$ cat config.mk
export PLATFORM = sky130hd
export DESIGN_NAME = cache_victim_sel
export DESIGN_NICKNAME = d
export VERILOG_FILES = /design/src/rtl/cache_victim_sel_pkg.sv /design/src/rtl/victim_age_cmp.sv /design/src/rtl/cache_victim_sel.sv
export SDC_FILE = /design/constraint.sdc
export NUM_CORES = 1
export LEC_CHECK = 0
export ABC_CLOCK_PERIOD_IN_PS = 3150
export BUFFER_PORTS_ARGS = -buffer_cell sky130_fd_sc_hd__buf_2
export CORE_MARGIN = 1.5
export CORE_UTILIZATION = 44
export DETAILED_ROUTE_END_ITERATION = 12
export GPL_TIMING_DRIVEN = 0
export PLACE_DENSITY = 0.84
export SYNTH_ARGS = -nofsm -noshare
export SYNTH_HDL_FRONTEND = slang
export SYNTH_SLANG_ARGS = --single-unit
$ cat constraint.sdc
create_clock -name clk -period 3.15 [get_ports clk]
set_input_delay 0.315 -clock clk [delete_from_list [all_inputs] [get_ports clk]]
set_output_delay 0.315 -clock clk [all_outputs]
set_load 0.02 [all_outputs]
$ cat src/rtl/cache_victim_sel_pkg.sv
`default_nettype none
// +----------------------------------------------------------------------------+
// | Module      : cache_victim_sel_pkg                                         |
// | Description : Shared definitions for the victim selector: FSM state        |
// |               encodings, default geometry and the way-index width helper.  |
// | Revision    : 1.0  initial release                                         |
// +----------------------------------------------------------------------------+
package cache_victim_sel_pkg;

  localparam int c_DEF_WAYS  = 4;
  localparam int c_DEF_AGE_W = 32;
  localparam int c_DEF_IDX_W = 3;

  localparam int c_STATE_W = 2;

  typedef enum logic [c_STATE_W-1:0] {
    ST_IDLE = 2'd0,
    ST_SCAN = 2'd1,
    ST_DONE = 2'd2
  } state_t;

  // Width of a way index; never narrower than one bit.
  function automatic int way_w(input int ways);
    return (ways > 1) ? $clog2(ways) : 1;
  endfunction

endpackage
`default_nettype wire

$ cat src/rtl/victim_age_cmp.sv
`default_nettype none
// +----------------------------------------------------------------------------+
// | Module      : victim_age_cmp                                               |
// | Description : Per-cycle scan decision for one way of the addressed set.    |
// |   age      in  AGE_W   age counter value of the way under the pointer     |
// |   valid    in  1       line valid bit of that way                         |
// |   best_age in  AGE_W   oldest age seen so far in this scan                |
// |   ptr      in  WAY_W   way currently being scanned                        |
// |   take     out 1       this way becomes the current best candidate        |
// |   stop     out 1       scan ends after this way                           |
// | Revision    : 1.0  initial release                                         |
// +----------------------------------------------------------------------------+
module victim_age_cmp
  import cache_victim_sel_pkg::*;
#(
  parameter int WAYS  = c_DEF_WAYS,
  parameter int AGE_W = c_DEF_AGE_W,
  parameter int WAY_W = way_w(WAYS)
) (
  input  logic [AGE_W-1:0] age,
  input  logic             valid,
  input  logic [AGE_W-1:0] best_age,
  input  logic [WAY_W-1:0] ptr,
  output logic             take,
  output logic             stop
);

  localparam logic [WAY_W-1:0] c_LAST_WAY = WAY_W'(WAYS - 1);

  // An invalid way is taken unconditionally and ends the scan, so the lowest
  // invalid way wins. Way 0 always seeds the candidate so a set whose ages are
  // all zero still yields a defined victim. Strict unsigned '>' keeps the lower
  // way on ties.
  assign take = !valid || (ptr == '0) || (age > best_age);
  assign stop = !valid || (ptr == c_LAST_WAY);

endmodule
`default_nettype wire

$ cat src/rtl/cache_victim_sel.sv
`default_nettype none
// +----------------------------------------------------------------------------+
// | Module      : cache_victim_sel                                             |
// | Description : Replacement victim selector. Scans one way per cycle of the  |
// |               addressed set: first invalid way, else the oldest way.       |
// |               Returns the victim on a valid/ready handshake and pulses a   |
// |               one-hot clear to that way's age counter on acceptance.      |
// |   clk          in  1            rising-edge clock                         |
// |   rst          in  1            asynchronous active-high reset            |
// |   req_valid    in  1            miss requests a victim for req_index      |
// |   req_index    in  IDX_W        set index of the miss                     |
// |   req_ready    out 1            idle, request can be accepted             |
// |   line_valid   in  WAYS         valid bits of the addressed set           |
// |   age_data     in  WAYS*AGE_W   age counters, way i at [i*AGE_W +: AGE_W] |
// |   cnt_index    out IDX_W        set index driven to all counter banks     |
// |   cnt_clr      out WAYS         one-hot clear of the victim's counter     |
// |   victim_valid out 1            victim_way holds a result                 |
// |   victim_way   out WAY_W        selected way                              |
// |   victim_ready in  1            refill logic consumes the victim          |
// | Revision    : 1.0  initial release                                         |
// +----------------------------------------------------------------------------+
module cache_victim_sel
  import cache_victim_sel_pkg::*;
#(
  parameter int WAYS  = c_DEF_WAYS,
  parameter int AGE_W = c_DEF_AGE_W,
  parameter int IDX_W = c_DEF_IDX_W
) (
  input  logic                      clk,
  input  logic                      rst,
  input  logic                      req_valid,
  input  logic [IDX_W-1:0]          req_index,
  output logic                      req_ready,
  input  logic [WAYS-1:0]           line_valid,
  input  logic [WAYS*AGE_W-1:0]     age_data,
  output logic [IDX_W-1:0]          cnt_index,
  output logic [WAYS-1:0]           cnt_clr,
  output logic                      victim_valid,
  output logic [way_w(WAYS)-1:0]    victim_way,
  input  logic                      victim_ready
);

  localparam int c_WAY_W = way_w(WAYS);

  state_t             r_state,    w_state_nxt;
  logic [IDX_W-1:0]   r_index,    w_index_nxt;
  logic [c_WAY_W-1:0] r_ptr,      w_ptr_nxt;
  logic [AGE_W-1:0]   r_best_age, w_best_age_nxt;
  logic [c_WAY_W-1:0] r_best_way, w_best_way_nxt;

  logic [AGE_W-1:0]   w_ages [WAYS];
  logic [AGE_W-1:0]   w_cur_age;
  logic               w_cur_valid;
  logic               w_take;
  logic               w_stop;

  for (genvar gi = 0; gi < WAYS; gi++) begin : g_unpack
    assign w_ages[gi] = age_data[gi*AGE_W +: AGE_W];
  end

  // Counter banks are read combinationally, so the way under the pointer is
  // valid in the same cycle cnt_index presents the latched set.
  assign w_cur_age   = w_ages[r_ptr];
  assign w_cur_valid = line_valid[r_ptr];

  victim_age_cmp #(
    .WAYS  (WAYS),
    .AGE_W (AGE_W),
    .WAY_W (c_WAY_W)
  ) u_age_cmp (
    .age      (w_cur_age),
    .valid    (w_cur_valid),
    .best_age (r_best_age),
    .ptr      (r_ptr),
    .take     (w_take),
    .stop     (w_stop)
  );

  always_ff @(posedge clk or posedge rst) begin
    if (rst) begin
      r_state    <= ST_IDLE;
      r_index    <= '0;
      r_ptr      <= '0;
      r_best_age <= '0;
      r_best_way <= '0;
    end else begin
      r_state    <= w_state_nxt;
      r_index    <= w_index_nxt;
      r_ptr      <= w_ptr_nxt;
      r_best_age <= w_best_age_nxt;
      r_best_way <= w_best_way_nxt;
    end
  end

  always_comb begin
    w_state_nxt    = r_state;
    w_index_nxt    = r_index;
    w_ptr_nxt      = r_ptr;
    w_best_age_nxt = r_best_age;
    w_best_way_nxt = r_best_way;
    req_ready      = 1'b0;
    cnt_index      = r_index;
    cnt_clr        = '0;
    victim_valid   = 1'b0;

    case (r_state)
      ST_IDLE: begin
        req_ready = 1'b1;
        // Present the incoming index straight away so the banks are already
        // addressed for the first scan cycle's neighbour logic.
        cnt_index = req_index;
        if (req_valid) begin
          w_index_nxt    = req_index;
          w_ptr_nxt      = '0;
          w_best_age_nxt = '0;
          w_best_way_nxt = '0;
          w_state_nxt    = ST_SCAN;
        end
      end

      ST_SCAN: begin
        if (w_take) begin
          w_best_age_nxt = w_cur_age;
          w_best_way_nxt = r_ptr;
        end
        if (w_stop) begin
          w_state_nxt = ST_DONE;
        end else begin
          w_ptr_nxt = r_ptr + c_WAY_W'(1);
        end
      end

      ST_DONE: begin
        victim_valid = 1'b1;
        if (victim_ready) begin
          cnt_clr[r_best_way] = 1'b1;
          w_state_nxt         = ST_IDLE;
        end
      end

      default: begin
        w_state_nxt = ST_IDLE;
      end
    endcase
  end

  // best_way only moves during SCAN, so the result is stable through DONE.
  assign victim_way = r_best_way;

endmodule
`default_nettype wire

==> results.json <==
{
  "drv_cap": 0,
  "synthFlopType": "dfrtp_1",
  "wirelength_um": 10430,
  "die_w_um": 90.66,
  "finalClockSkew_ns": 0.01851,
  "synth_top_cell_area_share": 0.3035,
  "vias": 3337,
  "place_congestion": 0.8612,
  "drt.antenna.violating_nets": 0,
  "cts_buffers": 5,
  "clkPwrFrac": 0.086,
  "min_period_over_period": 1.042,
  "peakVddDrop_uv": 532.9,
  "clk_pin_slew_ns": 0.09,
  "rsz0062_at_grt": "yes",
  "fin_ws_ns": -0.1311,
  "status": "complete, but fails checks",
  "design.core.area_um2": 7331,
  "synth_nets": 484,
  "ys_warn_count": 0,
  "drive_above_1_share": 0.5399,
  "fin_cells": 588,
  "hold_ws_ns": 0.2010,
  "layout.nets": 662,
  "synth_common_cells": "71 x inv_1, 41 x dfrtp_1, 34 x ha_1, 34 x o32ai_1, 32 x mux4_2",
  "synthDistinctLibCells": 34,
  "max_freq_mhz": 304.8,
  "io_buffer_count": 149,
  "cts-root-buf": "clkbuf_8",
  "numClockSinks": 41,
  "worst_pin_slew_ns": 0.9408,
  "synth_top_cell_by_area": "dfrtp_1",
  "violations": "setup timing",
  "reg2reg_depth": 13,
  "cts_tree": "done",
  "synth.ff_latch_count": 41,
  "start_util": 0.4612,
  "htreeDepth": 2,
  "synth_edf_count": 0,
  "ys_seq_area_frac": 0.3035,
  "p_int_mw": 2.463,
  "finalHoldViolCount": 0,
  "r2r_slack_ns": -0.13,
  "sw_frac_of_total": 0.4370,
  "syn-instance-count": 311,
  "grt_max_degree": 42,
  "placed_cells": 559,
  "grtUsageTotal": 0.2254,
  "grt_overflow": 0,
  "critPathKind": "flop to flop",
  "die_h_um": 90.66,
  "reg2reg_from": "r_ptr[0]",
  "reg2reg_to": "r_best_age[25]",
  "pwr-share-seq": 0.191,
  "drc": 0,
  "cp.arrival_ns": 3.48,
  "synth_area_um2": 3381,
  "pwr_density_cell_nw_per_um2": 901.0,
  "antenna_found_initial": 0,
  "die_area_um2": 8218,
  "synthTopCellsByArea": "dfrtp_1 30%, mux4_2 21%, ha_1 13%, o32ai_1 8.8%, inv_1 7.9%",
  "drv_slew": 0,
  "syn_to_final_growth_pct": 43.60,
  "dr.pass1.iters": 5,
  "yosys.cell_count.top_type": "inv_1",
  "routedWlPerCell_um": 17.74,
  "hold_path_class": "input pin to async pin",
  "avgViaCountPerCell": 5.675,
  "io_pins": 150,
  "power.leakage_nw": 2.382,
  "grt_pass1_wl_um": 14920,
  "slew_headroom": 0.3719,
  "combPwrFrac": 0.722,
  "start_kind": "flop",
  "cts_hold_buf": 0,
  "grt_pass1_vias": 3270,
  "syn_avg_cell_area_um2": 10.87,
  "p_switching_mw": 1.911,
  "critPathRequiredTime_ns": 3.35,
  "fin_crit_ns": 3.281,
  "n_antenna_cell": 0,
  "cts_buffer_depth": 2,
  "rows": 31,
  "finalSetupViolations": 33,
  "crit_fanout": 10,
  "endpoint_kind": "flop",
  "dp_hpwl_um": 7133,
  "drt-initial-drc-count": 206,
  "clk_latency_ns": 0.31,
  "ys_async_sr_fraction": 1.000
}
-- stage by stage --
step / util / worst slack (ns) / TNS [ns] / cell area [um^2] / power, mW
2_1_floorplan: - / 0.02699 / 0 / 3381 / 2.683
3_3_place_gp: 0.5798 / -0.6948 / -22.59 / 4250 / 3.164
3_5_place_dp: 0.5798 / -0.8204 / -25.89 / 4250 / 3.273
4_1_cts: 0.6105 / 0.004358 / 0 / 4476 / 3.782
5_1_grt: 0.6622 / -0.2592 / -6.763 / 4855 / 4.684
6_report: 0.6622 / -0.1311 / -2.684 / 4855 / 4.374
-- power by group through the flow --
stage               clock, mW  combinational, mW  sequential (mW)
CTS                     0.372               2.58            0.831
global placement            0               2.33            0.830
detailed placement          0               2.43            0.841
floorplan                   0               1.85            0.832
global route            0.401               3.42            0.858
finish                  0.378               3.16            0.837
-- metal layers --
metal	GRT usage	up-vias	wire length, um
met5	0	-	0
met1	0.2823	1616	4079
met2	0.4004	174	5464
li1	-	1523	-
met4	0.05556	0	209
met3	0.03956	24	676
-- worst max-delay path, stage by stage (launching register included) --
cell and delay [ns]:
dfrtp_1 0.40, buf_12 0.17, buf_12 0.13, mux4_2 0.53, ha_1 0.31, nand4_1 0.21, nor4_4 0.40, a31o_1 0.24
buf_6 0.13, nand2_1 0.08, o31a_1 0.14, buf_6 0.15, buf_8 0.15, o32ai_1 0.15
-- area by class of cell --
cell class                 count  area (um^2)
timing repair buffer         171        962.2
clock inverter                 1        7.507
tap                           99        123.9
sequential                    41         1026
clock buffer                   6        82.58
inverter                      71        266.5
buffer                        19        221.5
fill                         533         2476
multi-input combinational    180         2165
-- worst max-delay path by stage --
stage                  start              to  slack, ns  cells past startpoint
finish              r_ptr[0]  r_best_age[25]      -0.13                     13
global route        r_ptr[0]  r_best_age[25]      -0.26                     13
detailed placement  r_ptr[1]   r_best_age[5]      -0.82                     13
global placement    r_ptr[1]  r_best_age[26]      -0.69                     13
floorplan           r_ptr[0]  r_best_age[27]       0.03                     13
CTS                 r_ptr[0]  r_best_age[20]      0.004                     13
-- registers in the layout (all words and copies together), names as in the netlist --
register	count
r_best_age	32
r_index	3
r_ptr	2
r_state	2
victim_way	2
-- cell usage in the layout, fill, tap and decap left out, types with 11 or more instances in the layout --
cell type / n
o32ai_1: 19
inv_1: 70
nand2_1: 11
a21oi_1: 12
dfrtp_1: 41
ha_1: 31
buf_2: 152
buf_4: 23
o32ai_2: 15
mux4_2: 32
-- kinds of logic (layout without fill, tap and decap cells) --
family                   Yosys count  after routing  share of synthesized area
AO/OA/AOI/OAI                     67             67                     0.1488
adder cells (fa/ha/maj)           34             34                     0.1258
buffers and inverters             90            268                     0.1158
flip-flops                        41             41                     0.3035
multiplexers                      40             40                     0.2395
AND/OR/NAND/NOR                   39             39                    0.06662
-- timing repair --
item / 4_1_cts / 5_1_grt
pin swaps: 2 / 7
resized for setup: 22 / 38
endpoints found under the setup margin: 34 / 34
cloned: 0 / 2
setup buffers: 4 / 16
Note: power is estimated with default switching activity, not from simulation.
